$ cat config.mk
export PLATFORM = sky130hd
export DESIGN_NAME = sm_icache
export DESIGN_NICKNAME = d
export VERILOG_FILES = /design/src/rtl/sm_icache.sv
export SDC_FILE = /design/constraint.sdc
export NUM_CORES = 1
export LEC_CHECK = 0
export BUFFER_PORTS_ARGS = -buffer_cell sky130_fd_sc_hd__buf_4
export CORE_MARGIN = 2
export CORE_UTILIZATION = 40
export DETAILED_ROUTE_END_ITERATION = 8
export SLEW_MARGIN = 20
export SYNTH_ARGS = -nofsm -noshare
export SYNTH_HDL_FRONTEND = slang
export SYNTH_SLANG_ARGS = --single-unit
$ cat constraint.sdc
create_clock -name clk -period 4.6 [get_ports clk]
set_input_delay 0.46 -clock clk [delete_from_list [all_inputs] [get_ports clk]]
set_output_delay 0.46 -clock clk [all_outputs]
set_load 0.02 [all_outputs]
$ cat src/rtl/sm_icache.sv
// Direct-mapped read-only instruction cache between fetch and instruction ROM.
// Optional hit/miss statistics counters are enabled by defining SM_ICACHE_STATS_EN.
//
// state  | meaning
// IDLE   | lookups served combinationally; a miss starts a line refill
// REFILL | fetching words 0..LINE_WORDS-1 of the missed line from the ROM port
module sm_icache #(
  parameter int LINES      = 8,
  parameter int LINE_WORDS = 4
) (
  input  logic        clk,
  input  logic        rst_n,
  input  logic        cpu_req,
  input  logic [31:0] cpu_addr,
  output logic        cpu_ready,
  output logic [31:0] cpu_rdata,
  input  logic        flush,
  output logic        mem_req,
  output logic [31:0] mem_addr,
  input  logic [31:0] mem_rdata,
  input  logic        mem_ack
`ifdef SM_ICACHE_STATS_EN
  ,
  output logic [31:0] hit_cnt,
  output logic [31:0] miss_cnt
`endif
);

  localparam int OFF  = $clog2(LINE_WORDS);
  localparam int IDX  = $clog2(LINES);
  localparam int TAGW = 32 - OFF - IDX;
  localparam logic [OFF-1:0] LAST = OFF'(LINE_WORDS - 1);

  typedef enum logic {IDLE, REFILL} state_t;

  state_t state_q, state_d;

  logic [LINES-1:0] valid_q;
  logic [TAGW-1:0]  tag_mem  [LINES];
  logic [31:0]      data_mem [LINES][LINE_WORDS];

  logic [TAGW-1:0] rtag_q;
  logic [IDX-1:0]  ridx_q;
  logic [OFF-1:0]  cnt_q;

  logic [OFF-1:0]  cpu_off;
  logic [IDX-1:0]  cpu_idx;
  logic [TAGW-1:0] cpu_tag;
  logic            hit;
  logic            start;
  logic            fill;
  logic            done;

  assign cpu_off = cpu_addr[OFF-1:0];
  assign cpu_idx = cpu_addr[OFF+IDX-1:OFF];
  assign cpu_tag = cpu_addr[31:OFF+IDX];

  assign hit = cpu_req && (state_q == IDLE) && valid_q[cpu_idx] &&
               (tag_mem[cpu_idx] == cpu_tag);

  always_comb begin
    state_d = state_q;
    start   = 1'b0;
    fill    = 1'b0;
    done    = 1'b0;
    case (state_q)
      IDLE: begin
        if (cpu_req && !hit && !flush) begin
          start   = 1'b1;
          state_d = REFILL;
        end
      end
      REFILL: begin
        // flush aborts the refill; the partial line is never marked valid
        if (flush) begin
          state_d = IDLE;
        end else if (mem_ack) begin
          fill = 1'b1;
          if (cnt_q == LAST) begin
            done    = 1'b1;
            state_d = IDLE;
          end
        end
      end
      default: state_d = IDLE;
    endcase
  end

  assign cpu_ready = hit;
  assign cpu_rdata = hit ? data_mem[cpu_idx][cpu_off] : 32'd0;
  assign mem_req   = (state_q == REFILL);
  assign mem_addr  = mem_req ? {rtag_q, ridx_q, cnt_q} : 32'd0;

  always_ff @(posedge clk or negedge rst_n) begin
    if (!rst_n) begin
      state_q <= IDLE;
      valid_q <= '0;
      rtag_q  <= '0;
      ridx_q  <= '0;
      cnt_q   <= '0;
    end else begin
      state_q <= state_d;
      if (flush) begin
        valid_q <= '0;
      end else if (start) begin
        valid_q[cpu_idx] <= 1'b0;
      end else if (done) begin
        valid_q[ridx_q] <= 1'b1;
      end
      if (start) begin
        rtag_q <= cpu_tag;
        ridx_q <= cpu_idx;
      end
      if (start || flush) begin
        cnt_q <= '0;
      end else if (fill) begin
        cnt_q <= cnt_q + 1'b1;
      end
    end
  end

  // tag and data arrays carry no reset; valid_q guards every use
  always_ff @(posedge clk) begin
    if (fill) begin
      data_mem[ridx_q][cnt_q] <= mem_rdata;
    end
    if (done) begin
      tag_mem[ridx_q] <= rtag_q;
    end
  end

`ifdef SM_ICACHE_STATS_EN
  always_ff @(posedge clk or negedge rst_n) begin
    if (!rst_n) begin
      hit_cnt  <= 32'd0;
      miss_cnt <= 32'd0;
    end else begin
      if (hit) begin
        hit_cnt <= hit_cnt + 32'd1;
      end
      if (start) begin
        miss_cnt <= miss_cnt + 32'd1;
      end
    end
  end
`endif

endmodule

==> results by group, run 1 <==
STA
  – Fin Hold WS: 0.101 ns
  – Unrepaired setup endpoints after global routing: no
  – Worst-margin pin slew: 1.05 ns
  – Fin crit share: 94.3%
  – Peak Freq: 0.231 GHz
  – Fin Clk Skew: 0.0394 ns
  – Minimum clock period: 4.34 ns
  – Slew Limit Fails: 0
  – Final setup TNS: 0 ns
  – Worst slew margin: 28.0%
  – # setup viols final: 0
  – Fin. Hold Viols: 0

Floorplan
  – Rows: 129
  – Die ar.: 127,000 um^2
  – Ports: 135
  – Initial Util: 40.2%
  – Core Footprint: 123,000 um^2
  – DIE HEIGHT: 356 um
  – Die extent in x: 356 um

Routing
  – Initial DRC Count: 3,604
  – 1st-pass router iterations: 7
  – Drt wl/cell: 30.6 um
  – Via count: 28,700
  – Total wire length: 147,000 um
  – DRC: 0
  – ANT nets after route: 0
  – Vias per Instance: 5.96

Status
  – Status: finished, final reports clean

Logic synthesis
  – Yosys top cell area share: 75.1%
  – Cell type with the largest total area after synthesis: edfxtp_1
  – #FFs+latches synth: 1,281
  – Post-Syn Instances: 2,807
  – Netlist cell types: 61
  – Number of synthesized flops with an enable pin: 1,240
  – Register area share after synthesis: 77.2%
  – Syn Nets: 2,880
  – Post-synthesis area per instance: 17.7 um^2
  – Most common cell in the synthesized netlist: edfxtp_1
  – Asr flop ratio synth: 3.20%
  – Main flop type after synthesis: edfxtp_1
  – Area of the mapped netlist: 49,600 um^2
  – Area contributors post-synth: edfxtp_1, mux2_2, mux4_2
  – Synth cell count leaders: edfxtp_1, o22ai_1, nor2_1
  – Synth warn: 0

Global route
  – Largest net degree at the start of global routing: 89
  – Initial antenna violation count: 4
  – Vias in the first global route: 28,500
  – Remaining global-route overflow: 0
  – GR Util All Layers: 23.0%
  – First-pass GRT wire length: 209,000 um

Critical path
  – Crit-path max FO: 41
  – CP Capture Type: output pin
  – Data required, critical path: 4.14 ns
  – Crit Path Category: input pin to output pin
  – Crit path DAT: 3.88 ns
  – Setup crit start kind: input pin
  – R2R Setup Slk: 1.22 ns

Hold path
  – Hold Path Class: input pin to flop

Power
  – Sequential power share: 51.0%
  – Gate power share: 5.6%
  – P_leak: 19.0 nW
  – Cell-internal power: 20.1 mW
  – Sw frac: 22.0%
  – Cell Pwr Density: 440 nW/um^2
  – Clock share of power: 43.4%
  – Worst VDD drop: 0.425 mV
  – Sw Pwr: 5.66 mW

Placement
  – Placer Congestion: 0.795
  – Detailed placer's ending HPWL: 80,600 um
  – Port bufs: 134

Clocking
  – Post-CTS Setup Bufs: 0
  – Max clock buf depth: 3
  – CTS sink cnt: 1,281
  – TritonCTS Buffers: 135
  – CTS HTree Levels: 4
  – CTS tree: built
  – Clock-pin slew on the worst setup and hold paths: 0.06 ns
  – Root Driver: clkbuf_16
  – Worst-Skew Late Latency: 0.76 ns

Cells and area
  – Syn-to-layout area delta: 18.0%
  – Share of cells above drive strength 1: 24.3%
  – Area of the multi-input gates: 10,800 um^2
  – Reg area: 38,300 um^2
  – Fillcell total: 10,300
  – NumNets Final: 3,132

Flow run
  – Max-cap check violation count: 0
critical path, cell delays in order:
cell and delay [ns]:
buf_8 0.34, buf_4 0.29, mux2i_1 0.22, o22ai_1 0.12
or3_1 0.38, a2111oi_2 0.37, nand4_1 0.17, or4_2 0.60
buf_4 0.27, a311oi_1 0.36, buf_4 0.21
sequential cells by signal, indices dropped and copies added, names as in the netlist:
name and flops:
cnt_q 2, data_mem 1024, mem_req 1, ridx_q 3
rtag_q 27, tag_mem 216, valid_q 8
layer usage:
layer	wire (um)	GRT usage, %	vias up
met2	70200	36.9	1537
met4	4360	7.56	4
li1	-	-	11900
met5	25	0	-
met1	59500	31.9	15000
met3	13000	4.17	253
layout by cell type, fill, tap and decap left out, types with 7 or more instances in the layout:
master / n
mux2_4: 30
bufinv_16: 17
a21oi_1: 80
clkbuf_16: 138
o211ai_1: 20
nor2_1: 126
dfrtp_1: 41
clkbuf_1: 27
nor2_4: 40
a22oi_1: 11
nor3_1: 27
edfxtp_1: 1240
clkinv_1: 25
o221ai_1: 31
xor2_1: 9
buf_12: 29
and2_1: 33
a211oi_1: 36
clkinv_2: 25
a221oi_1: 11
mux2_2: 148
dlygate4sd3_1: 29
a2111oi_0: 9
xnor2_1: 14
a311oi_1: 26
nor4_1: 13
o22a_1: 18
nand2_1: 73
mux2i_1: 101
o22ai_1: 226
a211o_1: 9
o21ai_0: 113
mux4_2: 68
nand2_2: 7
buf_4: 230
what timing repair did:
item                                   4_1_cts  5_1_grt
endpoints found under the hold margin       77        0
hold buffers                                29        0
resized for setup                            0        0
setup endpoints to repair                    0        0
kinds of logic (layout without fill, tap and decap cells):
group	after synthesis	after routing	synth area share, %
flip-flops	1281	1281	77.2
AO/OA/AOI/OAI	608	608	7.99
adder cells (fa/ha/maj)	4	4	0.101
multiplexers	347	347	9.40
other	0	1	0
AND/OR/NAND/NOR	356	356	3.21
buffers and inverters	188	552	1.68
XOR/XNOR	23	23	0.407
cell type report:
cell class	count	share of cell area, %
Antenna cell	1	0.00428
Clock buffer	169	6.17
Clock inverter	80	1.62
Inverter	6	0.0492
Multi-Input combinational cell	1338	18.4
Sequential cell	1281	65.4
Tap cell	1637	3.50
Timing Repair Buffer	297	4.80
per-stage QoR:
step                      area (um^2)  setup WS [ns]  instances  util (%)  power [mW]
after global placement          53400          0.352       4521      43.3        14.7
final                           58500          0.262       4809      47.4        25.7
after floorplan                 49600          0.898       2807         -        14.1
after detailed placement        53600          0.287       4528      43.5        14.8
after global routing            58500         0.0847       4808      47.4        26.4
after CTS                       58400          0.245       4806      47.4        25.9
power by group through the flow:
stage	registers, mW	logic, mW	clock network, mW
global route	13.1	1.54	11.8
finish	13.1	1.45	11.2
CTS	13.1	1.45	11.3
floorplan	13.3	0.765	0
global placement	13.3	1.40	0
detailed placement	13.4	1.42	0
path summary, 6_finish.rpt:
kind | start | endpoint | depth (start not counted)
setup / recovery | cpu_addr[2] | cpu_rdata[13] | 11
hold / removal | mem_ack | mem_req$_DFF_PN0_ | 3
setup reg to reg | tag_mem[5][7]$_DFFE_PP_ | rtag_q[18]$_DFFE_PN0N_ | 11
hold reg to reg | valid_q[5]$_DFFE_PN0P_ | valid_q[5]$_DFFE_PN0P_ | 2
max in group asynchronous | rst_n | rtag_q[11]$_DFFE_PN0N_ | 2
min in group asynchronous | rst_n | rtag_q[3]$_DFFE_PN0N_ | 2
No activity file was read; power rests on OpenSTA's default activity.
==> inputs of run 2 (changes only) <==
==> constraint.sdc (replaced) <==
create_clock -name clk -period 3.7 [get_ports clk]
set_input_delay 0.37 -clock clk [delete_from_list [all_inputs] [get_ports clk]]
set_output_delay 0.37 -clock clk [all_outputs]
set_load 0.02 [all_outputs]
==> results by group, run 2 (synthesis gave the netlist of run 1 again) <==
Critical path
  – Setup crit start kind: flop
  – Worst path cell trace: mux4_2, mux2i_1, xnor2_1, nor3_2, nand4_1, or4_4, buf_12, a311oi_4, buf_6
  – Crit Path Category: flop to output pin
  – Crit path DAT: 3.64 ns
  – Data required, critical path: 3.33 ns
  – CP Capture Type: output pin
  – Slowest stage delay, CP: 0.57 ns
  – Crit-path max FO: 10
  – Slowest stage cell on the critical path: or4_4

Power
  – Worst VDD drop: 0.411 mV
  – P_leak: 19.3 nW
  – Cell Pwr Density: 525 nW/um^2
  – Final Total Pwr: 31.1 mW

Cells and area
  – Max reg flops: 1,024
  – Commonest cells after routing, fill and taps aside: edfxtp_1, buf_4, o22ai_1
  – Most common cell after layout, fill and taps aside: edfxtp_1
  – Reg area: 38,300 um^2
  – NumNets Final: 3,218
  – Share of cells above drive strength 1: 26.1%
  – Area of the multi-input gates: 11,000 um^2
  – Non-filler cells, final: 4,892
  – Top Registers: data_mem x1024, tag_mem x216, rtag_q x27
  – Reg with most FFs: data_mem
  – Fillcell total: 10,300
  – Syn-to-layout area delta: 19.5%

Clocking
  – CTS tree: built
  – Worst-Skew Late Latency: 0.76 ns
  – TritonCTS Buffers: 134
  – CTS sink cnt: 1,281
  – Clock-pin slew on the worst setup and hold paths: 0.06 ns
  – Root Driver: clkbuf_16
  – CTS HTree Levels: 4
  – Max clock buf depth: 3

Global route
  – Largest net degree at the start of global routing: 95
  – Remaining global-route overflow: 0
  – First-pass GRT wire length: 208,000 um
  – Initial antenna violation count: 5
  – GR Util All Layers: 22.9%
  – Vias in the first global route: 29,100

Placement
  – Detailed placer's ending HPWL: 78,100 um
  – Dpl cells: 4,590
  – Port bufs: 134
  – Placer Congestion: 0.794

Floorplan
  – Die extent in x: 356 um
  – DIE HEIGHT: 356 um
  – Core Footprint: 123,000 um^2
  – Initial Util: 40.2%
  – Die ar.: 127,000 um^2
  – Ports: 135
  – Rows: 129

STA
  – Peak Freq: 0.250 GHz
  – Slew Limit Fails: 0
  – Worst slew margin: 31.9%
  – Worst-margin pin slew: 1.02 ns
  – # setup viols final: 33
  – Fin. Hold Viols: 0
  – Fin crit share: 108%
  – Fin Clk Skew: 0.0270 ns
  – Unrepaired setup endpoints after global routing: yes
  – Minimum clock period: 4.01 ns
  – Setup WS post-layout: -0.307 ns
  – Fin Hold WS: 0.0364 ns

Routing
  – DRC: 0
  – Vias per Instance: 5.92
  – Via count: 29,000
  – Drt wl/cell: 30.1 um
  – Initial DRC Count: 3,536
  – 1st-pass router iterations: 5
  – ANT nets after route: 0
  – Total wire length: 147,000 um

Status
  – Violated checks: setup timing
  – Status: finished, violations left

Hold path
  – Hold Path Class: input pin to flop

Flow run
  – Max-cap check violation count: 0
==> run 2: timing repair <==
action,in CTS,in global routing
hold buffers,52,0
pin swaps,3,3
endpoints found under the setup margin,33,33
hold endpoints to repair,432,0
setup buffers,4,0
resized for setup,44,5
==> run 2: power by group <==
group | total, mW | internal, mW | switching, mW
sequential | 16.3 | 16.1 | 0.196
clock | 12.9 | 7.24 | 5.62
combinational | 1.91 | 0.734 | 1.18
total | 31.1 | 24.1 | 6.99
==> run 2: cell type report <==
class / instances / share of cell area, %
Inverter: 6 / 0.0486
Sequential cell: 1281 / 64.6
Multi-Input combinational cell: 1338 / 18.6
Clock inverter: 71 / 1.04
Timing Repair Buffer: 384 / 6.16
Tap cell: 1637 / 3.46
Antenna cell: 2 / 0.00846
Clock buffer: 173 / 6.04
==> run 2: final timing paths <==
kind	from	endpoint	slack, ns	cells after the start
max	tag_mem[4][7]$_DFFE_PP_	cpu_rdata[3]	-0.31	9
min	mem_rdata[23]	data_mem[5][23]$_DFFE_PP_	0.04	1
max reg2reg	tag_mem[7][19]$_DFFE_PP_	rtag_q[13]$_DFFE_PN0N_	0.45	13
min reg2reg	valid_q[1]$_DFFE_PN0P_	valid_q[1]$_DFFE_PN0P_	0.57	2
max in group asynchronous	rst_n	rtag_q[13]$_DFFE_PN0N_	3.08	2
min in group asynchronous	rst_n	rtag_q[14]$_DFFE_PN0N_	0.18	2
==> run 2: worst max-delay path, delay by kind of cell, from the launching register on <==
kind | cells | cell delay (ns)
compound gates | 1 | 0.36
xor+xnor | 1 | 0.14
flops | 1 | 0.36
mux | 2 | 0.65
buf+inv | 2 | 0.38
simple gates | 3 | 0.99
==> run 2: metal layers <==
| metal | global-route usage, % | up-vias | part of all wire [%] | wire (um) |
|---|---|---|---|---|
| met5 | 0 | - | 0.0048 | 7 |
| met3 | 4.09 | 286 | 8.9 | 13100 |
| met1 | 31.3 | 15100 | 40 | 59500 |
| met4 | 7.25 | 2 | 2.9 | 4220 |
| li1 | - | 12100 | - | - |
| met2 | 37.2 | 1573 | 48 | 70300 |
==> run 2: per-stage QoR <==
step           util, %  setup WS, ns  instance area, um^2  TNS [ns]
2_1_floorplan        -         0.178                49600         0
3_3_place_gp      43.9        -0.716                54200    -18.31
3_5_place_dp      43.9        -0.766                54200    -21.15
4_1_cts           48.0        -0.436                59200    -10.11
5_1_grt           48.0        -0.439                59200    -11.14
6_report          48.0        -0.307                59200     -6.90
